File: config.mk
export PLATFORM = sky130hd
export DESIGN_NAME = func_unit_arbiter
export DESIGN_NICKNAME = d
export VERILOG_FILES = /design/src/rtl/func_unit_arbiter.sv
export SDC_FILE = /design/constraint.sdc
export NUM_CORES = 1
export LEC_CHECK = 0
export CELL_PAD_IN_SITES_DETAIL_PLACEMENT = 1
export CELL_PAD_IN_SITES_GLOBAL_PLACEMENT = 1
export CORE_MARGIN = 5
export CORE_UTILIZATION = 45
export CTS_CLUSTER_SIZE = 20
export DETAILED_ROUTE_END_ITERATION = 8
export DONT_BUFFER_PORTS = 1
export PLACE_DENSITY_LB_ADDON = 0.1
export SLEW_MARGIN = 10
export SYNTH_ARGS = -nofsm -noshare
export SYNTH_HDL_FRONTEND = slang
export SYNTH_SLANG_ARGS = --single-unit
File: constraint.sdc
create_clock -name clk -period 1.5 [get_ports clk]
set_input_delay 0.3 -clock clk [delete_from_list [all_inputs] [get_ports clk]]
set_output_delay 0.3 -clock clk [all_outputs]
set_load 0.01 [all_outputs]
File: src/rtl/func_unit_arbiter.sv
// Round-robin front end that time-shares one combinational function unit between
// two requesters: latch operands, drive the unit, wait for settling, capture result.
module func_unit_arbiter #(
  parameter int WAIT_CYCLES = 1
) (
  input  logic       clk,
  input  logic       rst_n,
  input  logic       req0,
  input  logic       req1,
  input  logic [3:0] x0,
  input  logic [3:0] x1,
  input  logic [1:0] op0,
  input  logic [1:0] op1,
  output logic [3:0] fu_binario,
  output logic [1:0] fu_sel,
  input  logic [7:0] fu_result,
  output logic       gnt0,
  output logic       gnt1,
  output logic       done0,
  output logic       done1,
  output logic [7:0] result,
  output logic       busy
);

  localparam int WAIT_EFF = (WAIT_CYCLES < 1) ? 1 : WAIT_CYCLES;
  localparam int CNT_W    = (WAIT_EFF < 2) ? 1 : $clog2(WAIT_EFF + 1);
  localparam logic [CNT_W-1:0] CNT_LOAD = CNT_W'(WAIT_EFF);
  localparam logic [CNT_W-1:0] CNT_ONE  = CNT_W'(1);

  typedef enum logic [1:0] {S_IDLE, S_GRANT, S_WAIT} state_t;

  state_t           state_q;
  logic             ptr_q;
  logic             owner_q;
  logic [CNT_W-1:0] cnt_q;
  logic [3:0]       opnd_q;
  logic [1:0]       sel_q;
  logic [7:0]       result_q;
  logic             gnt0_q, gnt1_q, done0_q, done1_q, busy_q;

  logic accept_d;
  logic pick1_d;

  // Requester 1 wins when it is alone or when both ask and the pointer favours it.
  always_comb begin
    accept_d = req0 | req1;
    pick1_d  = req1 & (~req0 | ptr_q);
  end

  always_ff @(posedge clk or negedge rst_n) begin
    if (!rst_n) begin
      state_q  <= S_IDLE;
      ptr_q    <= 1'b0;
      owner_q  <= 1'b0;
      cnt_q    <= '0;
      opnd_q   <= 4'd0;
      sel_q    <= 2'b00;
      result_q <= 8'h00;
      gnt0_q   <= 1'b0;
      gnt1_q   <= 1'b0;
      done0_q  <= 1'b0;
      done1_q  <= 1'b0;
      busy_q   <= 1'b0;
    end else begin
      gnt0_q  <= 1'b0;
      gnt1_q  <= 1'b0;
      done0_q <= 1'b0;
      done1_q <= 1'b0;
      case (state_q)
        S_IDLE: begin
          if (accept_d) begin
            owner_q <= pick1_d;
            opnd_q  <= pick1_d ? x1 : x0;
            sel_q   <= pick1_d ? op1 : op0;
            cnt_q   <= CNT_LOAD;
            gnt0_q  <= ~pick1_d;
            gnt1_q  <= pick1_d;
            busy_q  <= 1'b1;
            state_q <= S_GRANT;
          end
        end
        S_GRANT: state_q <= S_WAIT;
        S_WAIT: begin
          if (cnt_q == CNT_ONE) begin
            result_q <= fu_result;
            done0_q  <= ~owner_q;
            done1_q  <= owner_q;
            ptr_q    <= ~owner_q;
            busy_q   <= 1'b0;
            cnt_q    <= '0;
            state_q  <= S_IDLE;
          end else begin
            cnt_q <= cnt_q - CNT_ONE;
          end
        end
        default: state_q <= S_IDLE;
      endcase
    end
  end

  assign fu_binario = opnd_q;
  assign fu_sel     = sel_q;
  assign result     = result_q;
  assign gnt0       = gnt0_q;
  assign gnt1       = gnt1_q;
  assign done0      = done0_q;
  assign done1      = done1_q;
  assign busy       = busy_q;

endmodule
==> summary.txt, run 1 <==
Cells and area
  • Non-Filler Instances: 110
  • Layout cells sized above 1: 12.05%
  • FF/Latch Area: 600.6 µm²
  • Area growth from synthesis to layout: 6.314%
  • Final Util: 51.56%
  • Fill cells: 222
  • Layout Nets: roughly 110
  • Multi-input combinational cell area: 335.3 µm²
  • ANT cells: 0

Die
  • Die area: 0.003187 mm²
  • # rows: 16
  • Die Y: 56.45 µm
  • Die span in x: 56.45 µm
  • # IOs: 43
  • Initial core utilization: about half
  • Core ar.: 0.002002 mm²

Place
  • Port Buffers: 0
  • RePlAce Congestion: 0.7286
  • Number of placed cells counting well taps: 106
  • Dpl hpwl: 1618 µm

Clock network
  • Skew-Pair Late Insertion Delay: ~0.30 ns
  • Total CTS buffers: 3
  • H-tree Lvls: 1
  • Post-CTS Resized: 0
  • Max clock buf depth: 2
  • Post-CTS Setup Bufs: 0
  • CTS sink cnt: 24
  • Root buffer cell: clkbuf_4
  • TritonCTS clock tree: done
  • Clock slew seen by the registers of the worst setup and hold paths: 0.12 ns

Yosys
  • Sequential share of the synthesized area: 61.86%
  • Post-Syn Area: about 970 µm²
  • Syn Nets: 103
  • Yosys warning count: 0
  • Post-synth top area cell: dfrtp_1
  • Mapped Cells: 79
  • Yosys reg bits: 24
  • Synth top area share: 61.86%
  • Synth cell types: 24
  • Average size of a mapped cell: 12.29 µm²
  • Synth area leaders: dfrtp_1, mux2_1, a21oi_1

Drt
  • Initial DRC count: 0
  • Wirelength, routed: 2104 µm
  • Vias: 645
  • ANT nets after route: 0
  • First-pass DRT Iterations: 1
  • Routed wire per std cell: 19.13 µm
  • Drc violations: 0
  • Via-to-Cell Ratio: 5.864

Outcome
  • Status: finished clean

STA
  • Fmax: 743.9 MHz
  • Fin Setup TNS: 0 ns
  • Fin crit share: 89.61%
  • Fin. Hold Viols: 0
  • Setup violators final: 0
  • Slew Limit Fails: 0
  • Unrepaired setup endpoints after global routing: false
  • Rel. slew slack: 27.59%
  • Clk_skew: 0.006118 ns
  • Actual slew at the worst max-slew pin: 1.083 ns
  • Final min period: 1.344 ns

Setup path
  • Critical path's slowest cell: dfrtp_1
  • Max stage delay on crit path: 0.44 ns
  • Critical path cell sequence: nor2_2 > nand2_2 > a221o_1
  • Crit path launch type: register
  • Crit path required time: 1.69 ns
  • CP max FO: 8
  • CP Class: register to register
  • Delay-heaviest family, CP: simple AND/OR/NAND/NOR gates
  • Crit path DAT: 1.54 ns
  • CP endpoint kind: register
  • WP buf/inv: 0

Power
  • Leak: 0.4557 nW
  • Final Power: 0.002141 W
  • PD cells: 2074 mW/mm²
  • VDD IR max: 724.6 µV

Global routing
  • Grt total ovfl: 0
  • Via count of the first global-routing pass: 761
  • Initial antenna violation count: 0
  • Tot GR Track Use: 14.10%
  • First-pass GRT wire length: 3581 µm
  • Pin count of the biggest net entering global routing: 25

Run
  • Max Cap Viol: 0

Worst hold path
  • Min-delay worst type: input port to register
[flip-flops by register name, indices dropped and copies added, names as in the netlist]
name        cells
owner_q         1
ptr_q           1
done0           1
cnt_q           1
fu_binario      4
fu_sel          2
busy            1
state_q         2
gnt1            1
result          8
gnt0            1
done1           1
[power by group]
part,leakage (nW),switching [W],internal [W]
combinational,0.158,0.000311,0.000294
sequential,0.284,0.000322,0.000947
clock,0.0138,0.000173,0.0000935
total,0.456,0.000806,0.00133
[worst paths after layout]
path	from	to	slack, ns	cells after the start
hold reg to reg	owner_q	done0	0.46	1
min in group asynchronous	rst_n	busy	0.64	1
max in group asynchronous	rst_n	ptr_q	0.21	1
setup reg to reg	state_q[1]	fu_binario[2]	0.16	3
setup / recovery	state_q[1]	fu_binario[2]	0.16	3
hold / removal	req1	gnt0	0.09	1
[kinds of logic after synthesis]
group	share of synthesized area (%)
multiplexers	10.44
AND/OR/NAND/NOR	10.96
flip-flops	61.86
AO/OA/AOI/OAI	13.14
buffers and inverters	3.607
[placed cells by master (no fill, tap or decap)]
master	instances
nand2_2	1
and3_1	1
nand2b_1	1
clkbuf_4	3
a21o_1	2
and3b_1	1
a21oi_1	7
and2_1	1
nand2_1	1
nand3_1	5
nor2_1	5
buf_4	3
a221o_1	1
mux2_1	8
dlygate4sd3_1	1
dfrtp_1	24
mux2_2	1
or2_1	1
inv_1	1
nor2b_1	2
o2111a_1	1
inv_2	1
a31oi_1	5
nor2_2	1
o21ai_0	5
[cell usage after synthesis]
master     n
nor2_2     1
dfrtp_1   24
a21oi_1    7
or2_1      1
a21o_1     2
o2111a_1   1
nand2_2    1
mux2_2     1
and2_1     1
a221o_1    1
mux2_1     8
a31oi_1    5
and3b_1    1
nand3_1    5
nor2_1     5
nand2_1    1
nor2b_1    2
buf_2      1
buf_6      2
o21ai_0    5
inv_2      1
inv_1      1
nand2b_1   1
and3_1     1
[through the flow]
step | setup slack, ns | hold slack, ns | area, µm²
6_report | 0.1558 | 0.08539 | 1032
5_1_grt | 0.05376 | 0.05860 | 1032
3_5_place_dp | 0.1768 | 0.005011 | 999.7
2_1_floorplan | 0.2294 | 0.004409 | 970.9
3_3_place_gp | 0.1987 | 0.004994 | 999.7
4_1_cts | 0.1465 | 0.07317 | 1032
[cell type report]
class	count	share of cell area, %
tap	27	3.273
sequential	24	58.18
timing repair buffer	4	3.152
multi-input combinational	50	32.48
inverter	2	0.7273
clock buffer	3	2.182
[timing repair]
| action | CTS | global route |
|---|---|---|
| endpoints found under the setup margin | 0 | 0 |
| endpoints found under the hold margin | 24 | 0 |
| hold buffers | 1 | 0 |
[per-layer routing]
layer  up-vias  track usage (%)  share of wire, %
met5         -                0                 0
li1        292                -                 -
met2        30            23.43                47
met4         0            6.441               1.1
met3         2            5.046               7.9
met1       321            16.02                44
Power figures use the tool's default switching activity.
==> run 2: changes to the inputs <==
- ABC_CLOCK_PERIOD_IN_PS: not set -> 1500
==> results of run 2 <==
Same layout as run 1: the final DEF is identical, and so are final timing and power.
==> run 3: changes to the inputs <==
- CORE_UTILIZATION: 45 -> 48
- CTS_BUF_LIST: not set -> sky130_fd_sc_hd__clkbuf_4 sky130_fd_sc_hd__clkbuf_8
- PLACE_DENSITY_LB_ADDON: 0.1 -> 0.3
==> run 3 against run 2 <==
Sequential cell count unchanged; global-route usage rose by 1.9 points; count of clock-buffer cells in the layout is the same; total power is 10% higher; largest power group unchanged; sequential share of layout area shrank 1.6 points; register-to-register slack gained 0.02 ns; critical path type unchanged; cell count up 0.91%; non-clock buffer count stayed put.
==> summary.txt, run 3 (synthesized netlist as in run 1, its figures left out) <==
Cells and area
  • Commonest non-fill, non-tap cells in the layout: dfrtp_1, mux2_1, a21oi_1 (unchanged)
  • Commonest non-fill, non-tap cell in the layout: dfrtp_1 (unchanged)
  • ANT cells: 0 (unchanged)
  • Area growth from synthesis to layout: 9.407% (was 6.314%)
  • Layout Nets: 109 (unchanged)
  • Layout cells sized above 1: 13.10% (was 12.05%)
  • Max reg flops: 8 (unchanged)

STA
  • Actual slew at the worst max-slew pin: 1.061 ns (was 1.083 ns)
  • Rel. slew slack: 29.01% (was 27.59%)
  • Fin. Hold Viols: 0 (unchanged)
  • Setup violators final: 0 (unchanged)
  • Clk_skew: 0.005638 ns (was 0.006118 ns)
  • Fmax: 755.8 MHz (was 743.9 MHz)
  • Final min period: 1.323 ns (was 1.344 ns)
  • Fin crit share: 88.21% (was 89.61%)
  • Slew Limit Fails: 0 (unchanged)
  • Fin Setup TNS: 0 ns (unchanged)
  • Unrepaired setup endpoints after global routing: false (unchanged)

Setup path
  • Crit path required time: 1.70 ns (was 1.69 ns)
  • Delay-heaviest family, CP: flip-flops (was simple AND/OR/NAND/NOR gates)
  • FF-to-FF setup slack: 0.18 ns (was 0.16 ns)
  • Crit path launch type: register (unchanged)
  • Reg2Reg Depth: 4 (was 3)
  • Critical path cell sequence: nor2_2 > buf_4 > and3_1 > a221o_1 (was nor2_2 > nand2_2 > a221o_1)
  • Max stage delay on crit path: 0.44 ns (about the same)
  • Critical path's slowest cell: dfrtp_1 (unchanged)
  • Stages on the worst setup path: 4 (was 3)
  • CP Class: register to register (unchanged)
  • CP max FO: 5 (was 8)
  • WP buf/inv: 1 (was 0)
  • CP endpoint kind: register (unchanged)
  • Crit path DAT: 1.53 ns (was 1.54 ns)
  • Reg2Reg Capture Point: fu_binario[2] (unchanged)
  • Reg2Reg Launch Point: state_q[0] (was state_q[1])
  • CP startpoint: state_q[0] (was state_q[1])
  • Crit path capture: fu_binario[2] (unchanged)

Clock network
  • Post-CTS Setup Bufs: 0 (unchanged)
  • Clock slew seen by the registers of the worst setup and hold paths: 0.12 ns (about the same)
  • CTS Hold Bufs: 1 (unchanged)
  • Total CTS buffers: 3 (unchanged)
  • Max clock buf depth: 2 (unchanged)
  • Skew-Pair Late Insertion Delay: 0.31 ns (was 0.30 ns)
  • H-tree Lvls: 1 (unchanged)
  • Root buffer cell: clkbuf_4 (unchanged)
  • TritonCTS clock tree: done (unchanged)
  • CTS sink cnt: 24 (unchanged)
  • Post-CTS Resized: 0 (unchanged)

Run
  • Max Cap Viol: 0 (unchanged)

Place
  • Port Buffers: 0 (unchanged)
  • Dpl hpwl: 1544 µm (was 1618 µm)
  • RePlAce Congestion: 0.7543 (was 0.7286)

Global routing
  • Pin count of the biggest net entering global routing: 25 (unchanged)
  • First-pass GRT wire length: 3394 µm (was 3581 µm)
  • Grt total ovfl: 0 (unchanged)
  • Tot GR Track Use: 16.01% (was 14.10%)
  • Via count of the first global-routing pass: 710 (was 761)
  • Initial antenna violation count: 0 (unchanged)

Drt
  • ANT nets after route: 0 (unchanged)
  • Via-to-Cell Ratio: 5.838 (was 5.864)
  • Vias: 648 (was 645)
  • Routed wire per std cell: 18.68 µm (was 19.13 µm)
  • Wirelength, routed: 2074 µm (was 2104 µm)
  • First-pass DRT Iterations: 3 (was 1)
  • Drc violations: 0 (unchanged)
  • Initial DRC count: 7 (was 0)

Power
  • Leak: 0.4694 nW (was 0.4557 nW)
  • PD cells: 2220 mW/mm² (was 2074 mW/mm²)
  • Final Power: 0.002358 W (was 0.002141 W)
  • VDD IR max: 1027 µV (was 724.6 µV)

Die
  • # rows: 16 (unchanged)
  • # IOs: 43 (unchanged)
  • Die span in x: 54.98 µm (was 56.45 µm)
  • Die Y: 54.98 µm (was 56.45 µm)
  • Core ar.: 0.001942 mm² (was 0.002002 mm²)
  • Initial core utilization: 50.00% (was 48.50%)
  • Die area: 0.003022 mm² (was 0.003187 mm²)

Worst hold path
  • Min-delay worst type: input port to register (unchanged)

Outcome
  • Status: finished clean (unchanged)
[run 3: cell count changes in the layout (fill, tap and decap cells not counted), sizes merged]
cell and change:
bufinv +1
[run 3: layout make-up]
cell class | count | area [µm²]
Clock buffer | 3 | 22.52
Clock inverter | 1 | 30.03
Fill cell | 208 | 879.6
Inverter | 2 | 7.507
Multi-Input combinational cell | 50 | 335.3
Sequential cell | 24 | 600.6
Tap cell | 27 | 33.78
Timing Repair Buffer | 4 | 32.53
[run 3: how the worst min path moves through the flow]
| stage | cells after the start | startpoint | endpoint | slack (ns) |
|---|---|---|---|---|
| 2_1_floorplan | 0 | rst_n | busy | 0.004 |
| 3_3_place_gp | 0 | rst_n | result[6] | 0.005 |
| 3_5_place_dp | 0 | rst_n | result[5] | 0.005 |
| 4_1_cts | 1 | req1 | gnt0 | 0.06 |
| 5_1_grt | 1 | req1 | gnt0 | 0.06 |
| 6_report | 1 | req1 | gnt0 | 0.07 |
[run 3: power breakdown]
group	switching, W	internal (W)	total (W)	leakage [nW]
Clock	0.000190	0.000270	0.000460	0.0279
Sequential	0.000333	0.000946	0.00128	0.284
Combinational	0.000317	0.000302	0.000618	0.157
Total	0.000840	0.00152	0.00236	0.469
[run 3: worst register-to-register path: stages, from the launching register on]
cell and delay, ns:
dfrtp_1 0.44, nor2_2 0.10, buf_4 0.15, and3_1 0.18, a221o_1 0.35
[run 3: per-layer routing]
metal  track usage [%]  up-vias  wire (µm)
met5                 0        -          0
met4             6.073        0         30
met3             5.630        4        127
met2             27.36       16       1110
met1             18.32      335        805
li1                  -      293          -
[run 3: metrics by stage]
step / cell area, µm² / setup WS [ns] / std cells / hold slack [ns] / util, %
finish: 1062 / 0.1769 / 111 / 0.07468 / 54.70
floorplan: 970.9 / 0.2294 / 79 / 0.004409 / -
CTS: 1062 / 0.1782 / 111 / 0.06230 / 54.70
global placement: 999.7 / 0.2493 / 106 / 0.004941 / 51.48
global route: 1062 / 0.01285 / 111 / 0.05830 / 54.70
detailed placement: 999.7 / 0.1888 / 106 / 0.004800 / 51.48
==> edit, RTL diff (flow settings as in run 2) <==
Make the reset (`rst_n`) synchronous in one clocked block.
--- a/src/rtl/func_unit_arbiter.sv
+++ b/src/rtl/func_unit_arbiter.sv
@@ -49,3 +49,3 @@
 
-  always_ff @(posedge clk or negedge rst_n) begin
+  always_ff @(posedge clk) begin
     if (!rst_n) begin
Behaviour: differs if rst_n is asserted again (counterexample within 4 cycles, from zero or initial values and one cycle with rst_n low); with rst_n held inactive, the same outputs for 10 cycles.
==> edit against run 2 <==
Clock skew is 2.7 ps lower; worst setup slack improved by 0.73 ps; wire length grew 2.9%; first-iteration DRC count rose by 14; synthesized area up 1.3%; sequential cell count is the same; final area shrank 2.9%; critical path type unchanged; critical endpoint is now fu_sel[1]$_SDFFE_PN0P_.
Power is not compared: it rests on default switching activity, and its combinational part moved more than twofold at a synthesized area within 25%.
==> edit: results (changes against run 2) <==
Clock network
  • Root Driver: clkbuf_4
  • Worst-Skew Late Latency: 310 ps
  • CTS buffer count: 3 (unchanged)

Placed design
  • Pre-CTS WS: 165 ps (-11.9 ps)
  • Placed inst area: 966 um^2 (-3.4%)
  • Port Buf Inserts: 0 (unchanged)
  • Routability cong.: 0.666 (-8.7%)
  • Final HPWL from detailed placement: 1.57 mm (-2.7%)

Global routing
  • Largest net degree at the start of global routing: 17 (-32%)
  • First-pass GRT wire length: 3.63 mm (+1.3%)
  • GRT Overall Usage: 0.143 (+0.00151)
  • Met3 Use GR: 0.0483 (-0.00218)
  • M2 GR Usage: 0.256 (+0.0215)
  • GR Layer Usage met1: 0.150 (-0.0102)
  • Antenna violations before repair: 0 (unchanged)
  • Number of global-route vias before repair: 814 (+7.0%)

Synth
  • Synth cell types: 25 (+4.2%)
  • Synth Area per Inst: 9.11 um^2 (-26%)
  • Yosys top cell area share: 0.489 (-0.130)
  • Register area share after synthesis: 0.489 (-0.130)
  • Synth cell count leaders: dfxtp_1 (24), nand2_1 (19), a21oi_1 (12)
  • Async set or reset register ratio after synthesis: 0 (-1.00)
  • Top post-synthesis cells by area: dfxtp_1 (49%), nand2_1 (7.3%), a21oi_1 (6.1%)

Final layout
  • Clock Buffer Count: 4 (+1)
  • Non-Clock Buffer Count: 0 (-4)
  • Diodes inserted: 0 (unchanged)
  • Clk tree area frac: 0.0362 (+0.0144)
  • Multi-input comb cells: 75 (+50%)
  • Sequential share of cell area: 0.479 (-0.102)
  • Buffering overhead: 0 (-0.0315)
  • Layout cells sized above 1: 0.0577 (-0.0628)
  • Number of flip-flops in the largest register: 8 (unchanged)
  • Non-clk invs: 1 (-1)
  • Filler cells: 260 (+17%)
  • Multi-input gate share of total cell area: 0.446 (+0.121)
  • Layout Nets: 129 (+18%)
  • FF+latch count: 24 (unchanged)
  • Register Area: 480 um^2 (-20%)

Timing
  • Skew final: 3.43 ps (-2.68 ps)
  • Worst Tran Pin Value: 823 ps (-259 ps)
  • Hold WS: 94.4 ps (+9.02 ps)
  • Minimum clock period: 1340 ps (-0.727 ps)

Route
  • DRT Pass-1 Iters: 3 (+2)
  • Met3 Wirelength: 221 um (+33%)
  • Metal2 WL: 1.04 mm (+4.1%)
  • DR top layer: met4
  • Via Count: 753 (+17%)
  • Average vias per placed instance: 5.70 (-2.7%)
  • WL met1: 880 um (-4.3%)
  • Wirelength per Cell: 16.4 um (-14%)
  • DR iter-0 viols: 14 (+14)

Worst setup path
  • Critical path arrival: 1560 ps (+20 ps)
  • Reg-to-Reg End: fu_sel[1]$_SDFFE_PN0P_
  • Worst-path fanout max: 11 (+3)
  • CP Launch Point: state_q[1]$_SDFFE_PN0P_

Min path
  • Critical hold path startpoint: rst_n
  • Hold path endpoint: fu_binario[1]$_SDFFE_PN0P_

Status
  • Status: complete, no violations
[edit: cell types whose count changed after synthesis, moves of 6 or more]
| cell | before | now |
|---|---|---|
| dfrtp_1 | 24 | 0 |
| dfxtp_1 | 0 | 24 |
| nand2_1 | 1 | 19 |
| mux2_1 | 8 | 0 |
| a21boi_0 | 0 | 6 |
| and3_1 | 1 | 7 |
| o21bai_1 | 0 | 6 |
| o311a_1 | 0 | 6 |
[edit: kinds of logic (layout without fill, tap and decap cells)]
group,after synthesis,count (layout),share of synthesized area
xor+xnor,1,1,0.00891
flops,24,24,0.489
simple gates,41,41,0.216
compound gates,33,33,0.229
buf+inv,9,5,0.0572
[edit: worst max-delay path: stages, from the launching register on]
cell     delay (ps)
dfxtp_1         380
nor2_2          130
o21ai_1         290
o311a_1         450
[edit: power breakdown]
| group | switching (uW) | internal [uW] | leakage, uW |
|---|---|---|---|
| Sequential | 48.6 | 684 | 0.000197 |
| Clock | 190 | 148 | 0.0000210 |
| Combinational | 76.6 | 66.3 | 0.000175 |
